**config.mk**
```make
export PLATFORM = sky130hd
export DESIGN_NAME = xform_stream_tx_flat
export DESIGN_NICKNAME = d
export VERILOG_FILES = /design/src/rtl/xform_pkg.sv /design/src/rtl/xform_stream_tx_if.sv /design/src/rtl/axis_sync_fifo.sv /design/src/rtl/xform_stream_tx.sv /design/src/flat_wrapper.sv
export SDC_FILE = /design/constraint.sdc
export NUM_CORES = 1
export LEC_CHECK = 0
export BUFFER_PORTS_ARGS = -buffer_cell sky130_fd_sc_hd__clkbuf_2
export CAP_MARGIN = 20
export CORE_MARGIN = 4
export CORE_UTILIZATION = 35
export CTS_CLUSTER_SIZE = 28
export DETAILED_ROUTE_END_ITERATION = 10
export PLACE_DENSITY = 0.58
export SYNTH_ARGS = -nofsm -noshare
export SYNTH_HDL_FRONTEND = slang
export SYNTH_SLANG_ARGS = --single-unit
```
**constraint.sdc**
```tcl
create_clock -name m00_axis_aclk -period 7.8 [get_ports m00_axis_aclk]
set_input_delay 1.17 -clock m00_axis_aclk [delete_from_list [all_inputs] [get_ports m00_axis_aclk]]
set_output_delay 1.17 -clock m00_axis_aclk [all_outputs]
set_load 0.02 [all_outputs]
```
**src/rtl/xform_pkg.sv**
```systemverilog
// Shared definitions for the transform stream transmitter.
// Holds the default element width, lanes per beat, the number of matrix
// beats per frame and the frame sequencer state type.
package xform_pkg;

    localparam int DATA_WIDTH = 16;
    localparam int LANES      = 4;
    localparam int MAT_BEATS  = 3;
    localparam int MAT_ELEMS  = MAT_BEATS * 4;

    typedef enum logic [1:0] {
        IDLE = 2'd0,
        MAT  = 2'd1,
        VEC  = 2'd2
    } state_t;

endpackage

```
**src/rtl/xform_stream_tx_if.sv**
```systemverilog
// Valid/ready stream bundle shared by the vector input and the frame output.
// Signals:
//   tdata  - beat payload, WIDTH bits
//   tvalid - source has a beat
//   tready - sink accepts the beat
//   tlast  - final beat of a frame (output stream only)
// Modports:
//   master - drives tdata/tvalid/tlast, samples tready
//   slave  - samples tdata/tvalid, drives tready
interface xform_stream_tx_if #(
    parameter int WIDTH = 64
);
    logic [WIDTH-1:0] tdata;
    logic             tvalid;
    logic             tready;
    logic             tlast;

    modport master (output tdata, output tvalid, output tlast, input tready);
    modport slave  (input tdata, input tvalid, output tready);

endinterface

```
**src/rtl/axis_sync_fifo.sv**
```systemverilog
// Single-clock first-word-fall-through FIFO used as the vector buffer.
// The head entry is visible on out_data whenever empty is low.
// Ports:
//   clk, rst   - clock and synchronous active-high reset (flushes contents)
//   in_data    - write data, stored when in_valid is high and not full
//   out_data   - head entry
//   out_ready  - remove the head entry (ignored when empty)
//   full/empty - occupancy flags, both registered state
module axis_sync_fifo #(
    parameter int WIDTH = 64,
    parameter int DEPTH = 16
) (
    input  logic             clk,
    input  logic             rst,
    input  logic [WIDTH-1:0] in_data,
    input  logic             in_valid,
    output logic [WIDTH-1:0] out_data,
    input  logic             out_ready,
    output logic             full,
    output logic             empty
);
    localparam int AW = $clog2(DEPTH);

    logic [WIDTH-1:0] mem [DEPTH];
    logic [AW:0]      wr_ptr;
    logic [AW:0]      rd_ptr;
    logic             push;
    logic             pop;

    // Pointers carry one extra wrap bit so full and empty are distinguishable.
    assign full     = (wr_ptr[AW] != rd_ptr[AW]) && (wr_ptr[AW-1:0] == rd_ptr[AW-1:0]);
    assign empty    = (wr_ptr == rd_ptr);
    assign push     = in_valid && !full;
    assign pop      = out_ready && !empty;
    assign out_data = mem[rd_ptr[AW-1:0]];

    always_ff @(posedge clk) begin
        if (rst) begin
            wr_ptr <= '0;
            rd_ptr <= '0;
        end else begin
            if (push) wr_ptr <= wr_ptr + (AW+1)'(1);
            if (pop)  rd_ptr <= rd_ptr + (AW+1)'(1);
        end
    end

    always_ff @(posedge clk) begin
        if (push && !rst) mem[wr_ptr[AW-1:0]] <= in_data;
    end

endmodule

```
**src/rtl/xform_stream_tx.sv**
```systemverilog
// Frame transmitter: on start, sends the 3x4 matrix as three beats followed
// by num_vec vector beats drained from an internal buffer, with tlast on the
// final vector beat.
// Ports:
//   m00_axis_aclk   - clock
//   m00_axis_areset - synchronous active-high reset
//   mat_data        - 12 signed elements, row-major, element k at k*DATA_WIDTH
//   num_vec         - vector beats in the next frame
//   start           - frame request, honoured only while idle
//   busy / done     - frame in progress / one-cycle completion pulse
//   vec             - vector input stream (slave)
//   m00_axis        - frame output stream (master)
module xform_stream_tx #(
    parameter int DATA_WIDTH = xform_pkg::DATA_WIDTH,
    parameter int LANES      = xform_pkg::LANES,
    parameter int FIFO_DEPTH = 16
) (
    input  logic                     m00_axis_aclk,
    input  logic                     m00_axis_areset,
    input  logic [12*DATA_WIDTH-1:0] mat_data,
    input  logic [15:0]              num_vec,
    input  logic                     start,
    output logic                     busy,
    output logic                     done,
    xform_stream_tx_if.slave         vec,
    xform_stream_tx_if.master        m00_axis
);
    import xform_pkg::*;

    localparam int BEAT_W = LANES * DATA_WIDTH;

    state_t                   state, state_next;
    logic [12*DATA_WIDTH-1:0] mat_reg, mat_next;
    logic [1:0]               row, row_next;
    logic [15:0]              remaining, remaining_next;
    logic                     done_next;
    logic                     fifo_pop;
    logic                     fifo_full;
    logic                     fifo_empty;
    logic [BEAT_W-1:0]        fifo_data;

    axis_sync_fifo #(
        .WIDTH (BEAT_W),
        .DEPTH (FIFO_DEPTH)
    ) u_vec_fifo (
        .clk       (m00_axis_aclk),
        .rst       (m00_axis_areset),
        .in_data   (vec.tdata),
        .in_valid  (vec.tvalid),
        .out_data  (fifo_data),
        .out_ready (fifo_pop),
        .full      (fifo_full),
        .empty     (fifo_empty)
    );

    // The buffer accepts vectors in every state, so the next frame can be prefetched.
    assign vec.tready = !fifo_full;
    assign busy       = (state != IDLE);

    // Next-state and output decode. Matrix beats come from the latched copy so
    // that mat_data may change once a frame has begun.
    always_comb begin
        state_next      = state;
        row_next        = row;
        remaining_next  = remaining;
        mat_next        = mat_reg;
        done_next       = 1'b0;
        fifo_pop        = 1'b0;
        m00_axis.tvalid = 1'b0;
        m00_axis.tdata  = '0;
        m00_axis.tlast  = 1'b0;

        case (state)
            IDLE: begin
                if (start && (num_vec != 16'd0)) begin
                    state_next     = MAT;
                    row_next       = 2'd0;
                    remaining_next = num_vec;
                    mat_next       = mat_data;
                end
            end
            MAT: begin
                m00_axis.tvalid = 1'b1;
                m00_axis.tdata  = mat_reg[int'(row)*BEAT_W +: BEAT_W];
                if (m00_axis.tready) begin
                    if (row == 2'(MAT_BEATS - 1)) begin
                        state_next = VEC;
                        row_next   = 2'd0;
                    end else begin
                        row_next = row + 2'd1;
                    end
                end
            end
            VEC: begin
                m00_axis.tvalid = !fifo_empty;
                m00_axis.tdata  = fifo_data;
                m00_axis.tlast  = !fifo_empty && (remaining == 16'd1);
                if (!fifo_empty && m00_axis.tready) begin
                    fifo_pop = 1'b1;
                    if (remaining == 16'd1) begin
                        state_next = IDLE;
                        done_next  = 1'b1;
                    end else begin
                        remaining_next = remaining - 16'd1;
                    end
                end
            end
            default: state_next = IDLE;
        endcase
    end

    // State register; reset abandons any partial frame.
    always_ff @(posedge m00_axis_aclk) begin
        if (m00_axis_areset) begin
            state     <= IDLE;
            row       <= 2'd0;
            remaining <= 16'd0;
            mat_reg   <= '0;
            done      <= 1'b0;
        end else begin
            state     <= state_next;
            row       <= row_next;
            remaining <= remaining_next;
            mat_reg   <= mat_next;
            done      <= done_next;
        end
    end

endmodule
```
**src/flat_wrapper.sv**
```systemverilog
// flat-port wrapper written by rule: the top's interface ports become plain ports
module xform_stream_tx_flat import xform_pkg::*;
#(
    parameter int DATA_WIDTH = xform_pkg::DATA_WIDTH,
    parameter int LANES      = xform_pkg::LANES,
    parameter int FIFO_DEPTH = 16
)
  (m00_axis_aclk, m00_axis_areset, mat_data, num_vec, start, busy, done, vec_tdata, vec_tvalid, vec_tready, m00_axis_tdata, m00_axis_tvalid, m00_axis_tlast, m00_axis_tready);
  xform_stream_tx_if vec_i ();
  xform_stream_tx_if m00_axis_i ();
  input  logic m00_axis_aclk;
  input  logic m00_axis_areset;
  input  logic [12*DATA_WIDTH-1:0] mat_data;
  input  logic [15:0] num_vec;
  input  logic start;
  output logic busy;
  output logic done;
  input wire logic [$bits(vec_i.tdata)-1:0] vec_tdata;
  input wire logic [$bits(vec_i.tvalid)-1:0] vec_tvalid;
  output wire logic [$bits(vec_i.tready)-1:0] vec_tready;
  output wire logic [$bits(m00_axis_i.tdata)-1:0] m00_axis_tdata;
  output wire logic [$bits(m00_axis_i.tvalid)-1:0] m00_axis_tvalid;
  output wire logic [$bits(m00_axis_i.tlast)-1:0] m00_axis_tlast;
  input wire logic [$bits(m00_axis_i.tready)-1:0] m00_axis_tready;
  assign vec_i.tdata = vec_tdata;
  assign vec_i.tvalid = vec_tvalid;
  assign vec_tready = vec_i.tready;
  assign m00_axis_tdata = m00_axis_i.tdata;
  assign m00_axis_tvalid = m00_axis_i.tvalid;
  assign m00_axis_tlast = m00_axis_i.tlast;
  assign m00_axis_i.tready = m00_axis_tready;
  xform_stream_tx #(.DATA_WIDTH(DATA_WIDTH), .LANES(LANES), .FIFO_DEPTH(FIFO_DEPTH)) u_core (.m00_axis_aclk(m00_axis_aclk), .m00_axis_areset(m00_axis_areset), .mat_data(mat_data), .num_vec(num_vec), .start(start), .busy(busy), .done(done), .vec(vec_i), .m00_axis(m00_axis_i));
endmodule
```
Yosys cells after proc, flatten, opt, wreduce, memory -nomap -nowiden --
Memories as Yosys holds them, arrays and structs flattened. A register that Yosys moved wholly into a read port is not among the register bits. Index checks and enable logic that the tools add are counted.
Cells by class: add/subtract/negate cells 4, $mul 0, div/mod/pow operators 0, order comparisons 0, equality and inequality tests 13, shifts and indexed selects 1, multiplexer cells 24, bitwise gates (word level) 2, reduce and logical (&&, ||, !) cells 20
Operator list (count):
- variable part select 192 x 9 -> 64 bit | 1
- case mux 64 bit (2 select lines) | 1
- two-way mux 16 bit | 3
- case mux 16 bit (2 select lines) | 1
- equality test 16 x 1 -> 1 bit, second input constant | 1
- two-way mux 2 bit | 8
- nonzero test 16 bit | 1
- subtractor 16 x 1 -> 16 bit, second input constant | 1
- adder 5 x 1 -> 5 bit, second input constant | 2
- two-way mux 4 bit | 2
- inequality test 2 x 1 -> 1 bit, second input constant | 4
- logical AND 1 bit | 7
- two-way mux 1 bit | 6
- case mux 2 bit (3 select lines) | 1
- nonzero test 2 bit | 3
- equality test 5 bit | 1
- AND reduction 5 bit | 1
- equality test 2 bit, second input constant | 2
- equality test 4 bit | 1
- inequality test 2 bit, second input constant | 2
- case mux 2 bit (2 select lines) | 1
- AND reduction 4 bit | 1
- logical NOT 1 bit | 3
- AND reduction 3 bit | 1
- other kinds (8) | 9
Word-level totals: register bits 223, latch bits 0, bits in writable memories 1024, bits in read-only memories 0, input port bits 277, output and inout bits 69, word-level logic and storage cells 72, memories 1
Memories:
- u_core.u_vec_fifo.mem | depth 16, width 64, rd ports 1, clocked after memory_dff 1, wr ports 1, line axis_sync_fifo.sv:24 | logic [WIDTH-1:0] mem [DEPTH];

Logic depth before layout (Yosys ltp) --
depth after elaboration 8, depth in mapped cells 8, depth with buffers taken out 7

Cells and area by module --
From an unflattened synthesis, not the netlist that was laid out.
Second synthesis, totals: cells, all modules 2794, area total of the unflattened synthesis 49017.0 um2
By module, submodules not included:
- axis_sync_fifo | times used 1, cells each 1522, area each 39306.4 um2, sequential area each 31029.8 um2
- xform_stream_tx | times used 1, cells each 1272, area each 9710.6 um2, sequential area each 4264.1 um2

Worst setup path before layout --
Ideal clock, no wire load.
kind input port to flip-flop, start in m00_axis_areset, end mem u_core.u_vec_fifo.mem[0][0] (enable), setup time 644 ps, data arrival time 7827 ps, data required time 7156 ps, path slack -671 ps, stages 5, buffers on the path 2, cell sequence clkbuf_1 -> inv_1 -> clkbuf_1 -> nand2_1 -> nor4_1
Between the ends: cells in the longest elaborated chain, start to end 4
Ends and longest elaborated chain:
- start: declaration | line flat_wrapper.sv:12 | input logic m00_axis_areset;
- logical NOT 1 bit | line axis_sync_fifo.sv:48 | if (push && !rst) mem[wr_ptr[AW-1:0]] <= in_data;
- logical AND 1 bit | line axis_sync_fifo.sv:48
- two-way mux 1 bit | line axis_sync_fifo.sv:48
- two-way mux 1 bit (not written as such) | line axis_sync_fifo.sv:48
- end: declaration | line axis_sync_fifo.sv:24
Every way passes these cells.

==> flow_metrics.tcl <==
set metrics [dict create \
    fin_area_sq_um 57400 \
    required_ns 6.63 \
    power_density_nw_per_um2 269 \
    ys_top_cells_by_area "edfxtp_1, mux4_2, dfxtp_1, nand2_1, a21oi_1" \
    core_area_sq_um 140000 \
    syn_nets 3191 \
    slew_headroom_pct 25.1 \
    yosysTopAreaCellShare_pct 62.3 \
    drv_cap 0 \
    numCtsBuffers 119 \
    syn_area_sq_um 49400 \
    combPwrFrac_pct 12.2 \
    largest_reg_flops 1024 \
    cts_buffer_depth 3 \
    netlist_instances 2904 \
    htree_levels 3 \
    synth_cell_type_count 55 \
    status "finished clean" \
    ir_drop_v 0.000209 \
    clk_pin_slew_worst_paths_ns 0.06 \
    wl_microns 139000 \
    switching_share_pct 25.7 \
    criticalPathCategory "reg2out" \
    cp-start-kind "register" \
    synth_edf_count 1024 \
    finalHoldViolations 0 \
    initial_core_util_pct 35.3 \
    io_buffers 345 \
    seq_power_share_pct 49.6 \
    dieWidth_microns 384 \
    chipHeight_microns 384 \
    gr-total-overflow 0 \
    grtUsageTotal_pct 18.5 \
    dr.first_iter.drc_count 2500 \
    final_nets 3510 \
    syn_area_per_cell_sq_um 17.0 \
    routed_via_density 5.30 \
    grt_pass1_vias 27700 \
    synth-async-reset-ratio_pct 0 \
    worstPathArrival_ns 3.99 \
    grt_pass1_wl_microns 199000 \
    route.detailed.drc 0 \
    skew_ns 0.0510 \
    grt.met1_usage_pct 24.8 \
    finalMaxSlewViolations 0 \
    cts_setup_buffers 0 \
    p_sw_mw 3.97 \
    numClockSinks 1251 \
    synth_top_area_cell "edfxtp_1" \
    pre_cts_slack_ns 3.36 \
    yosysSeqAreaShare_pct 71.5 \
    dr_total_vias 27700 \
    leakagePower_nw 18.0 \
    cts_root_buf "clkbuf_16" \
    antenna_left 0 \
    ys_ff_latch 1251 \
    cts_hold_buffers 0 \
    cts_tree "built" \
    grt-busiest-layer "met2" \
    fmax_ghz 0.194 \
    min_period_over_period_pct 66.2 \
    rsz0062_at_grt "no" \
    antenna_found_initial 37 \
    fp-row-count 137 \
    worst_slack_ns 2.64 \
    syn_to_final_growth_pct 16.2 \
    setup_viol 0 \
    cts-resized-gates 0 \
    wl_per_cell_microns 26.6 \
    die-area_sq_um 147000 \
    grt_max_degree 193 \
    worstHoldPathType "reg2reg" \
    globalplace.congestion 0.871 \
    tightest_slew_ns 1.12 \
    post_dp_cell_area_sq_um 53300 \
    use_met3_pct 4.90 \
    post-route-min-period_ns 5.16 \
    yosysWarnings 0 \
    grt_use_met2_pct 29.8 \
    ys.flop_type "edfxtp_1" \
    clk_latency_ns 0.75 \
    critPathMaxFanout 101 \
    finalSetupTns_ns 0 \
    post-dp-hpwl_microns 84900 \
    intPower_mw 11.5 \
    drt_pass1_iterations 5 \
    layout-drive-gt1-share_pct 28.4 \
    power_frac_clock_pct 38.2 \
    endpoint_kind "output pin" \
    io_pins 346 \
]
[cells in the mapped netlist, types with 2 or more instances]
master / n
a211oi_1: 2
a21oi_1: 219
a22oi_1: 4
and3_1: 5
buf_1: 10
buf_2: 29
buf_4: 21
clkbuf_1: 139
dfxtp_1: 227
edfxtp_1: 1024
ha_1: 10
inv_1: 13
mux2i_1: 69
mux4_2: 320
nand2_1: 469
nand2b_1: 4
nand3_1: 69
nand4_1: 6
nand4b_1: 2
nor2_1: 37
nor2b_1: 3
nor3_1: 8
nor4_1: 7
nor4_2: 2
o2111ai_1: 2
o211ai_1: 5
o21ai_0: 75
o22a_1: 64
o22ai_1: 2
o311ai_0: 7
o31ai_1: 3
o32ai_1: 4
o32ai_2: 4
or2_2: 2
or3_1: 5
or4_1: 5
xnor2_1: 6
xor2_1: 4
[per-layer routing]
| metal | vias up | part of all wire (%) |
|---|---|---|
| met5 | - | 0.11 |
| met4 | 22 | 2.3 |
| met3 | 186 | 8.0 |
| met2 | 963 | 48 |
| met1 | 14400 | 42 |
| li1 | 12100 | - |
[cells in the final DEF (no fill, tap or decap), drive strengths merged, types with 5 or more instances in the layout]
cell,Yosys,final
nand2,469,469
clkinv,0,60
clkbuf,139,481
or4,6,6
edfxtp,1024,1024
buf,61,54
diode,0,18
bufinv,0,15
o211ai,5,5
nor3,9,9
nor2,37,37
o311ai,7,7
or3,5,5
and3,5,5
o32ai,8,8
mux4,320,320
ha,10,10
mux2i,69,69
dfxtp,227,227
inv,13,13
a21oi,219,219
o22a,64,64
clkinvlp,0,11
o21ai,76,76
nand4,6,6
nand3,69,69
xnor2,6,6
nor4,9,9
[cell type report]
class | instances | area [sq um]
sequential | 1251 | 35300
inverter | 13 | 48.8
fill | 12600 | 82500
antenna | 18 | 45.0
tap | 1876 | 2350
multi-input combinational | 1440 | 13400
timing repair buffer | 398 | 2230
clock buffer | 137 | 3110
clock inverter | 86 | 932
[metrics by stage]
| step | std cells | power (mW) | hold WS [ns] | util, % |
|---|---|---|---|---|
| after floorplan | 2904 | 9.00 | 0.436 | - |
| after global placement | 4978 | 9.67 | 0.442 | 38.1 |
| after detailed placement | 4978 | 9.69 | 0.446 | 38.1 |
| after CTS | 5201 | 15.6 | 0.455 | 41.0 |
| after global routing | 5206 | 16.1 | 0.471 | 41.0 |
| final | 5219 | 15.5 | 0.454 | 41.0 |
[power groups by stage]
| stage | combinational (mW) | sequential (mW) | clock (mW) |
|---|---|---|---|
| 6_report | 1.89 | 7.66 | 5.91 |
| 5_1_grt | 2.04 | 7.68 | 6.32 |
| 4_1_cts | 1.89 | 7.66 | 6.05 |
| 3_5_place_dp | 1.89 | 7.80 | 0 |
| 3_3_place_gp | 1.87 | 7.79 | 0 |
| 2_1_floorplan | 1.26 | 7.74 | 0 |
[worst paths after layout]
check / startpoint / to / slack (ns) / cells past startpoint
worst min register to register: u_core.mat_reg[26] / u_core.mat_reg[26] / 0.45 / 2
worst min-delay path: u_core.mat_reg[26] / u_core.mat_reg[26] / 0.45 / 2
worst max-delay path: register / m00_axis_tdata[50] / 2.64 / 6
worst max register to register: u_core.u_vec_fifo.wr_ptr[3] / u_core.u_vec_fifo.mem[11][46] / 3.59 / 6
[kinds of logic after synthesis]
logic type,count (synthesis),synth area share [%]
compound gates,400,4.91
xor+xnor,10,0.177
fa+ha+maj,10,0.253
buf+inv,213,1.87
flops,1251,71.5
mux,389,16.0
simple gates,631,5.33
[worst max-delay path: stages, from the launching register on]
cell      delay (ns)
dfxtp_4         0.91
buf_12          0.57
mux4_2          0.40
mux4_2          0.58
nand3_1         0.16
o21ai_0         0.23
clkbuf_2        0.24
Power figures use the tool's default switching activity.
